## src/rtl/multi_sprite_engine.sv

```systemverilog
// multi_sprite_engine
//   Animates NUM_SPRITES sprites (horizontal bounce plus gravity jump) and
//   composites them over sky/grass/dirt bands with a one-cycle registered
//   pixel path. It also reports whether any two sprites overlapped during the
//   previous frame.
//
//   Ports
//     clk, rst_n   pixel clock, asynchronous active-low reset
//     hpos, vpos   current pixel from vga_sync
//     frame_end    one-cycle pulse on the last pixel of the frame
//     pause        freezes motion (collide still updates at frame_end)
//     jump         per-sprite jump request, sampled at frame_end
//     rgb_out      registered RrGgBb pixel (hpos/vpos of previous cycle)
//     in_sprite    registered per-sprite coverage, aligned with rgb_out
//     airborne     per-sprite Y state (1 = AIRBORNE)
//     collide      overlap seen anywhere in the previous frame

// Per-sprite lane: position/velocity state, Y FSM and pixel coverage test.
module multi_sprite_lane #(
    parameter int IDX       = 0,
    parameter int SPRITE_W  = 16,
    parameter int SPRITE_H  = 16,
    parameter int H_RES     = 640,
    parameter int GRASS_TOP = 384,
    parameter int JUMP_VEL  = 8,
    parameter int GRAVITY   = 1
) (
    input  logic       clk,
    input  logic       rst_n,
    input  logic       step,
    input  logic       jump,
    input  logic [9:0] hpos,
    input  logic [9:0] vpos,
    output logic       covers,
    output logic       airborne
);
    localparam logic signed [10:0] XR  = 11'(H_RES - SPRITE_W);
    localparam logic signed [10:0] YR  = 11'(GRASS_TOP - SPRITE_H);
    localparam logic signed [10:0] SPD = 11'(IDX + 1);
    localparam logic signed [7:0]  JV  = 8'(JUMP_VEL);
    localparam logic signed [7:0]  GR  = 8'(GRAVITY);
    localparam logic [9:0]         X0  = 10'(IDX * 2 * SPRITE_W);

    typedef enum logic {GROUNDED = 1'b0, AIRBORNE = 1'b1} ystate_t;

    ystate_t            st, st_nx;
    logic [9:0]         x, x_nx, y, y_nx;
    logic               dx, dx_nx;
    logic signed [7:0]  vy, vy_nx;
    logic signed [10:0] xs, tx, ty;

    assign xs = $signed({1'b0, x});
    // 11-bit signed intermediates keep x+s and y+vy from ever wrapping.
    assign tx = dx ? (xs + SPD) : (xs - SPD);
    assign ty = $signed({1'b0, y}) + $signed({{3{vy[7]}}, vy});

    always_comb begin
        x_nx  = x;
        dx_nx = dx;
        y_nx  = y;
        vy_nx = vy;
        st_nx = st;
        if (dx) begin
            if (tx >= XR) begin
                x_nx  = XR[9:0];
                dx_nx = 1'b0;
            end else begin
                x_nx = tx[9:0];
            end
        end else begin
            if (xs <= SPD) begin
                x_nx  = '0;
                dx_nx = 1'b1;
            end else begin
                x_nx = tx[9:0];
            end
        end
        unique case (st)
            GROUNDED: begin
                // Launch frame: y holds, velocity is loaded for next frame.
                if (jump) begin
                    vy_nx = JV;
                    st_nx = AIRBORNE;
                end
            end
            AIRBORNE: begin
                if (ty <= 11'sd0) begin
                    y_nx  = '0;
                    vy_nx = '0;
                    st_nx = GROUNDED;
                end else if (ty >= YR) begin
                    // Head bump: pin at the ceiling, then fall from rest.
                    y_nx  = YR[9:0];
                    vy_nx = '0;
                end else begin
                    y_nx  = ty[9:0];
                    vy_nx = vy - GR;
                end
            end
            default: st_nx = GROUNDED;
        endcase
    end

    always_ff @(posedge clk or negedge rst_n) begin
        if (!rst_n) begin
            st <= GROUNDED;
            x  <= X0;
            dx <= 1'b1;
            y  <= '0;
            vy <= '0;
        end else if (step) begin
            st <= st_nx;
            x  <= x_nx;
            dx <= dx_nx;
            y  <= y_nx;
            vy <= vy_nx;
        end
    end

    assign airborne = (st == AIRBORNE);

    // Coverage box: y is height above the grass, so the box top moves up as y grows.
    logic [10:0] h, v, left, top;
    assign h    = {1'b0, hpos};
    assign v    = {1'b0, vpos};
    assign left = {1'b0, x};
    assign top  = 11'(GRASS_TOP - SPRITE_H) - {1'b0, y};
    assign covers = (h >= left) && (h < left + 11'(SPRITE_W)) &&
                    (v >= top)  && (v < top + 11'(SPRITE_H));
endmodule

module multi_sprite_engine #(
    parameter int NUM_SPRITES = 2,
    parameter int SPRITE_W    = 16,
    parameter int SPRITE_H    = 16,
    parameter int H_RES       = 640,
    parameter int GRASS_TOP   = 384,
    parameter int DIRT_TOP    = 400,
    parameter int JUMP_VEL    = 8,
    parameter int GRAVITY     = 1,
    parameter logic [6*NUM_SPRITES-1:0] SPRITE_RGB = 12'b001100_100000
) (
    input  logic                   clk,
    input  logic                   rst_n,
    input  logic [9:0]             hpos,
    input  logic [9:0]             vpos,
    input  logic                   frame_end,
    input  logic                   pause,
    input  logic [NUM_SPRITES-1:0] jump,
    output logic [5:0]             rgb_out,
    output logic [NUM_SPRITES-1:0] in_sprite,
    output logic [NUM_SPRITES-1:0] airborne,
    output logic                   collide
);
    localparam logic [5:0] DIRT_RGB  = 6'b10_01_00;
    localparam logic [5:0] GRASS_RGB = 6'b01_10_00;
    localparam logic [5:0] SKY_RGB   = 6'b01_10_11;

    logic                   step;
    logic [NUM_SPRITES-1:0] cov;

    assign step = frame_end & ~pause;

    for (genvar gi = 0; gi < NUM_SPRITES; gi++) begin : g_lane
        multi_sprite_lane #(
            .IDX(gi), .SPRITE_W(SPRITE_W), .SPRITE_H(SPRITE_H), .H_RES(H_RES),
            .GRASS_TOP(GRASS_TOP), .JUMP_VEL(JUMP_VEL), .GRAVITY(GRAVITY)
        ) u_lane (
            .clk(clk), .rst_n(rst_n), .step(step), .jump(jump[gi]),
            .hpos(hpos), .vpos(vpos), .covers(cov[gi]), .airborne(airborne[gi])
        );
    end

    // Compositor: scan high-to-low so the lowest-index sprite wins; terrain
    // bands override sprites.
    logic [5:0] pix;
    always_comb begin
        pix = SKY_RGB;
        for (int i = NUM_SPRITES - 1; i >= 0; i--)
            if (cov[i]) pix = SPRITE_RGB[6*i +: 6];
        if (vpos >= 10'(DIRT_TOP))       pix = DIRT_RGB;
        else if (vpos >= 10'(GRASS_TOP)) pix = GRASS_RGB;
    end

    logic [2:0] ncov;
    always_comb begin
        ncov = '0;
        for (int i = 0; i < NUM_SPRITES; i++) ncov = ncov + 3'(cov[i]);
    end

    logic hit, acc;
    assign hit = (ncov >= 3'd2) && (hpos < 10'(H_RES)) && (vpos < 10'(GRASS_TOP));

    always_ff @(posedge clk or negedge rst_n) begin
        if (!rst_n) begin
            rgb_out   <= '0;
            in_sprite <= '0;
            acc       <= 1'b0;
            collide   <= 1'b0;
        end else begin
            rgb_out   <= pix;
            in_sprite <= cov;
            if (frame_end) begin
                collide <= acc | hit;
                acc     <= 1'b0;
            end else begin
                acc <= acc | hit;
            end
        end
    end
endmodule

```

## config.mk

```make
export PLATFORM = sky130hd
export DESIGN_NAME = multi_sprite_engine
export DESIGN_NICKNAME = d
export VERILOG_FILES = /design/src/rtl/multi_sprite_engine.sv
export SDC_FILE = /design/constraint.sdc
export NUM_CORES = 1
export LEC_CHECK = 0
export BUFFER_PORTS_ARGS = -buffer_cell sky130_fd_sc_hd__buf_2
export CAP_MARGIN = 25
export CORE_ASPECT_RATIO = 1.1
export CORE_UTILIZATION = 57
export CTS_CLUSTER_DIAMETER = 150
export DETAILED_ROUTE_END_ITERATION = 7
export PLACE_DENSITY = 0.78
export SKIP_CTS_REPAIR_TIMING = 1
export SLEW_MARGIN = 20
export SYNTH_ARGS = -nofsm -noshare
export SYNTH_HDL_FRONTEND = slang
export SYNTH_SLANG_ARGS = --single-unit
export TNS_END_PERCENT = 30
```

## constraint.sdc

```tcl
create_clock -name clk -period 3.7 [get_ports clk]
set_input_delay 0.74 -clock clk [delete_from_list [all_inputs] [get_ports clk]]
set_output_delay 0.74 -clock clk [all_outputs]
set_load 0.05 [all_outputs]
```

==> flow_summary.rst <==
.. list-table::
   :header-rows: 1

   * - Metric
     - Value
   * - Worst Path Class, Setup
     - reg2reg
   * - Library cells used by synthesis
     - 84
   * - Total die area
     - 0.0127 mm^2
   * - Library cell with the largest summed area after synthesis
     - dfrtp_1
   * - FILL cells
     - around 1000
   * - CTS root buffer
     - clkbuf_16
   * - Remaining global-route overflow
     - 0
   * - Area Overhead vs Synth
     - 10.9%
   * - Placeable core region
     - 0.0120 mm^2
   * - Global-route wire length before repair
     - between 20000 and 30000 um
   * - Crit path to
     - rgb_out[3]$_DFF_PN0_
   * - Number of cell rows
     - 42
   * - Capture instance of the worst register-to-register path
     - rgb_out[3]$_DFF_PN0_
   * - Max-slew violation count
     - 0
   * - Worst IR Drop VDD
     - around 0.00049 V
   * - Clock transition at the registers of the reported paths
     - approximately 60 ps
   * - Per-cell routed wire length
     - around 17 um
   * - Summed negative setup slack over all endpoints
     - 0 ps
   * - Maximum fanout along the worst path
     - 6
   * - Synth Cell Area
     - 0.00697 mm^2
   * - GPL Wtd Cong
     - 0.886
   * - Share of the synthesized area in the top cell type
     - a little under a quarter
   * - Cell Pwr Density
     - approximately 930 mW/mm^2
   * - Effective utilization at floorplan
     - 58.2%
   * - Worst-case setup margin in the final layout
     - around 180 ps
   * - Most common library cell in the layout ignoring fill and taps
     - ha_1
   * - Count of TritonRoute iterations in the first routing pass
     - 5
   * - Starting DRT DRC Count
     - 464
   * - CP Launch Point
     - g_lane[0].u_lane.y[0]$_DFFE_PN0P_
   * - Final setup viols
     - 0
   * - Proportion of layout cells with a drive suffix above 1
     - between 10% and 20%
   * - Run status
     - finished clean
   * - CTS tree
     - yes
   * - Via count of the first global-routing pass
     - ~6300
   * - Maximum number of pins on one net before global-route repair
     - 43
   * - Sequential element share of the synthesized area
     - between 20% and 30%
   * - Max-capacitance violation count
     - 0
   * - Top_reg_cell synth
     - dfrtp_1
   * - Diodes inserted
     - 0
   * - Synth Instances
     - approximately 830
   * - Mean Syn Cell Area
     - ~8.4 um^2
   * - Initial antenna violation count
     - 0
   * - Leakage component of the power
     - 0.00344 uW
   * - Antenna Nets Post-Route
     - 0
   * - GRT Resource Usage Total
     - between 20 and 30%
   * - Worst setup slack for register-to-register paths
     - between 150 and 200 ps
   * - Total Routed Length
     - between 15000 and 20000 um
   * - Worst relative slew slack
     - a little over half
   * - R2R cell count
     - 17
   * - Worst min path class
     - in2async
   * - Number of buffers inserted during clock tree synthesis
     - 9
   * - Detailed-route vias per instance
     - 6.29
   * - Depth of the CTS H-tree
     - 3
   * - Data arrival, critical path
     - around 3800 ps
   * - Fmax achieved
     - between 200 and 300 MHz
   * - Yosys warnings
     - 0
   * - IO Pins
     - 37
   * - Die height
     - around 120 um
   * - Half-perimeter wire length of the detailed placement result
     - 13200 um
   * - Die X
     - 107 um
   * - Number of buffers added on ports
     - 36
   * - Number of vias after detailed routing
     - 6391
   * - Worst Setup Start Kind
     - flip-flop
   * - Cell area after layout
     - 0.00773 mm^2
   * - Number of enable flip-flop cells after synthesis
     - 0
   * - Final clock skew
     - roughly 9.2 ps
   * - Type of destination of the critical path
     - flip-flop
   * - Placed instance area
     - around 0.0073 mm^2
   * - Post-route clock period utilization
     - a little over nine tenths
   * - Nets in the synthesized netlist
     - 948
   * - Worst slack at placement
     - -50.2 ps
   * - TritonCTS Sinks
     - 68
   * - Time the final worst path needs with I/O delays and setup
     - about 3500 ps
   * - Largest cells by area after synthesis
     - dfrtp_1 23%, ha_1 17%, xnor2_1 5.4%
   * - Maximum buffer depth of the clock tree
     - 2
   * - Top library cells by usage in the layout, fill and taps aside
     - 94 x ha_1, 63 x nor2_1, 63 x dfrtp_1
   * - Post-synthesis register bit count
     - 68
   * - Total DRC errors in the routed layout
     - 0
   * - Number of nets in the finished design
     - 980
   * - Total count of hold-check failures in the final report
     - 0
   * - FFs w/ async S/R, synth
     - 100%
   * - Insertion delay of the later-clocked pin in the worst-skew pair
     - around 350 ps
   * - Measured slew at the worst slew-check pin
     - just under 700 ps
   * - Required time reported for the critical path endpoint
     - slightly below 4000 ps
   * - Worst R2R Start
     - g_lane[0].u_lane.y[0]$_DFFE_PN0P_
-- worst max-delay path, stage by stage, from the launching register on --
cell and delay (ps):
dfrtp_2 460, inv_2 70, ha_2 180, nor3b_4 230, xor2_1 230, nand2_2 100, nor3_2 200, nor2b_4 170
xor2_1 70, ha_1 210, a211oi_2 210, o211ai_1 110, a211o_1 260, a2111oi_2 250, o2111a_1 240, o21a_1 180
nand2b_1 170, a21oi_1 80
-- report_power, final --
part | internal, uW | switching [uW] | leakage, uW | total (uW)
logic | 1980 | 2670 | 0.00241 | 4650
registers | 1030 | 544 | 0.000858 | 1570
clock network | 643 | 343 | 0.000169 | 986
total | 3650 | 3560 | 0.00344 | 7210
-- layer usage --
layer	global-route usage, %	share of wire [%]	vias up
met5	0	0	-
met4	10.5	1.9	0
met3	3.60	3.7	25
met2	48.4	49	150
met1	35.9	46	3100
li1	-	-	3116
-- cells by family after synthesis --
logic type,Yosys count,share of synthesized area [%]
AOI/OAI and AO/OA,242,23.6
buffers and inverters,80,4.60
muxes,5,0.772
and+or+nand+nor,270,20.5
adders and majority gates,97,17.6
DFF,68,24.5
xor gates and xnor gates,63,8.42
-- Yosys cell counts, drive strengths merged, types with 10 or more instances --
| cell | instances |
|---|---|
| o21ai | 60 |
| nor4 | 12 |
| xnor2 | 44 |
| inv | 54 |
| nor3 | 29 |
| a211oi | 18 |
| nor2 | 65 |
| nor2b | 11 |
| xor2 | 17 |
| a31oi | 12 |
| nand4 | 12 |
| nand3 | 26 |
| a21o | 11 |
| clkbuf | 21 |
| a21oi | 55 |
| ha | 95 |
| and3 | 10 |
| nand2 | 59 |
| dfrtp | 65 |
-- state kept, by name, indices dropped and copies added (netlist names) --
name	cells
acc	1
rgb_out	5
g_lane.u_lane.x	19
g_lane.u_lane.vy	16
g_lane.u_lane.y	20
g_lane.u_lane.dx	2
collide	1
g_lane.u_lane.airborne	2
in_sprite	2
-- cell type report --
type / instances / area (um^2) / share of cell area (%)
multi-input cells: 677 / 5030 / 65.0
flip-flops and latches: 68 / 1710 / 22.1
clock buffers: 12 / 267 / 3.45
repair buffers: 47 / 263 / 3.40
inverters: 54 / 203 / 2.62
well taps: 154 / 193 / 2.49
clock inverters: 4 / 70.1 / 0.907
-- worst min path at each step --
| stage | start | end | slack [ps] |
|---|---|---|---|
| 6_report | rst_n | g_lane[1].u_lane.x[4]$_DFFE_PN0P_ | 400 |
| 5_1_grt | rst_n | g_lane[1].u_lane.x[4]$_DFFE_PN0P_ | 460 |
| 4_1_cts | rst_n | g_lane[1].u_lane.x[4]$_DFFE_PN0P_ | 420 |
| 3_5_place_dp | acc$_DFF_PN0_ | acc$_DFF_PN0_ | 510 |
| 3_3_place_gp | acc$_DFF_PN0_ | acc$_DFF_PN0_ | 490 |
| 2_1_floorplan | rst_n | acc$_DFF_PN0_ | 440 |
-- through the flow --
step,cells,hold WS (ps),total power (uW),utilization (%)
2_1_floorplan,825,444,5020,-
3_3_place_gp,997,494,5770,60.9
3_5_place_dp,997,510,6000,60.9
4_1_cts,1013,416,7030,63.7
5_1_grt,1016,465,7830,64.5
6_report,1016,403,7210,64.5
Note: power is estimated with default switching activity, not from simulation.
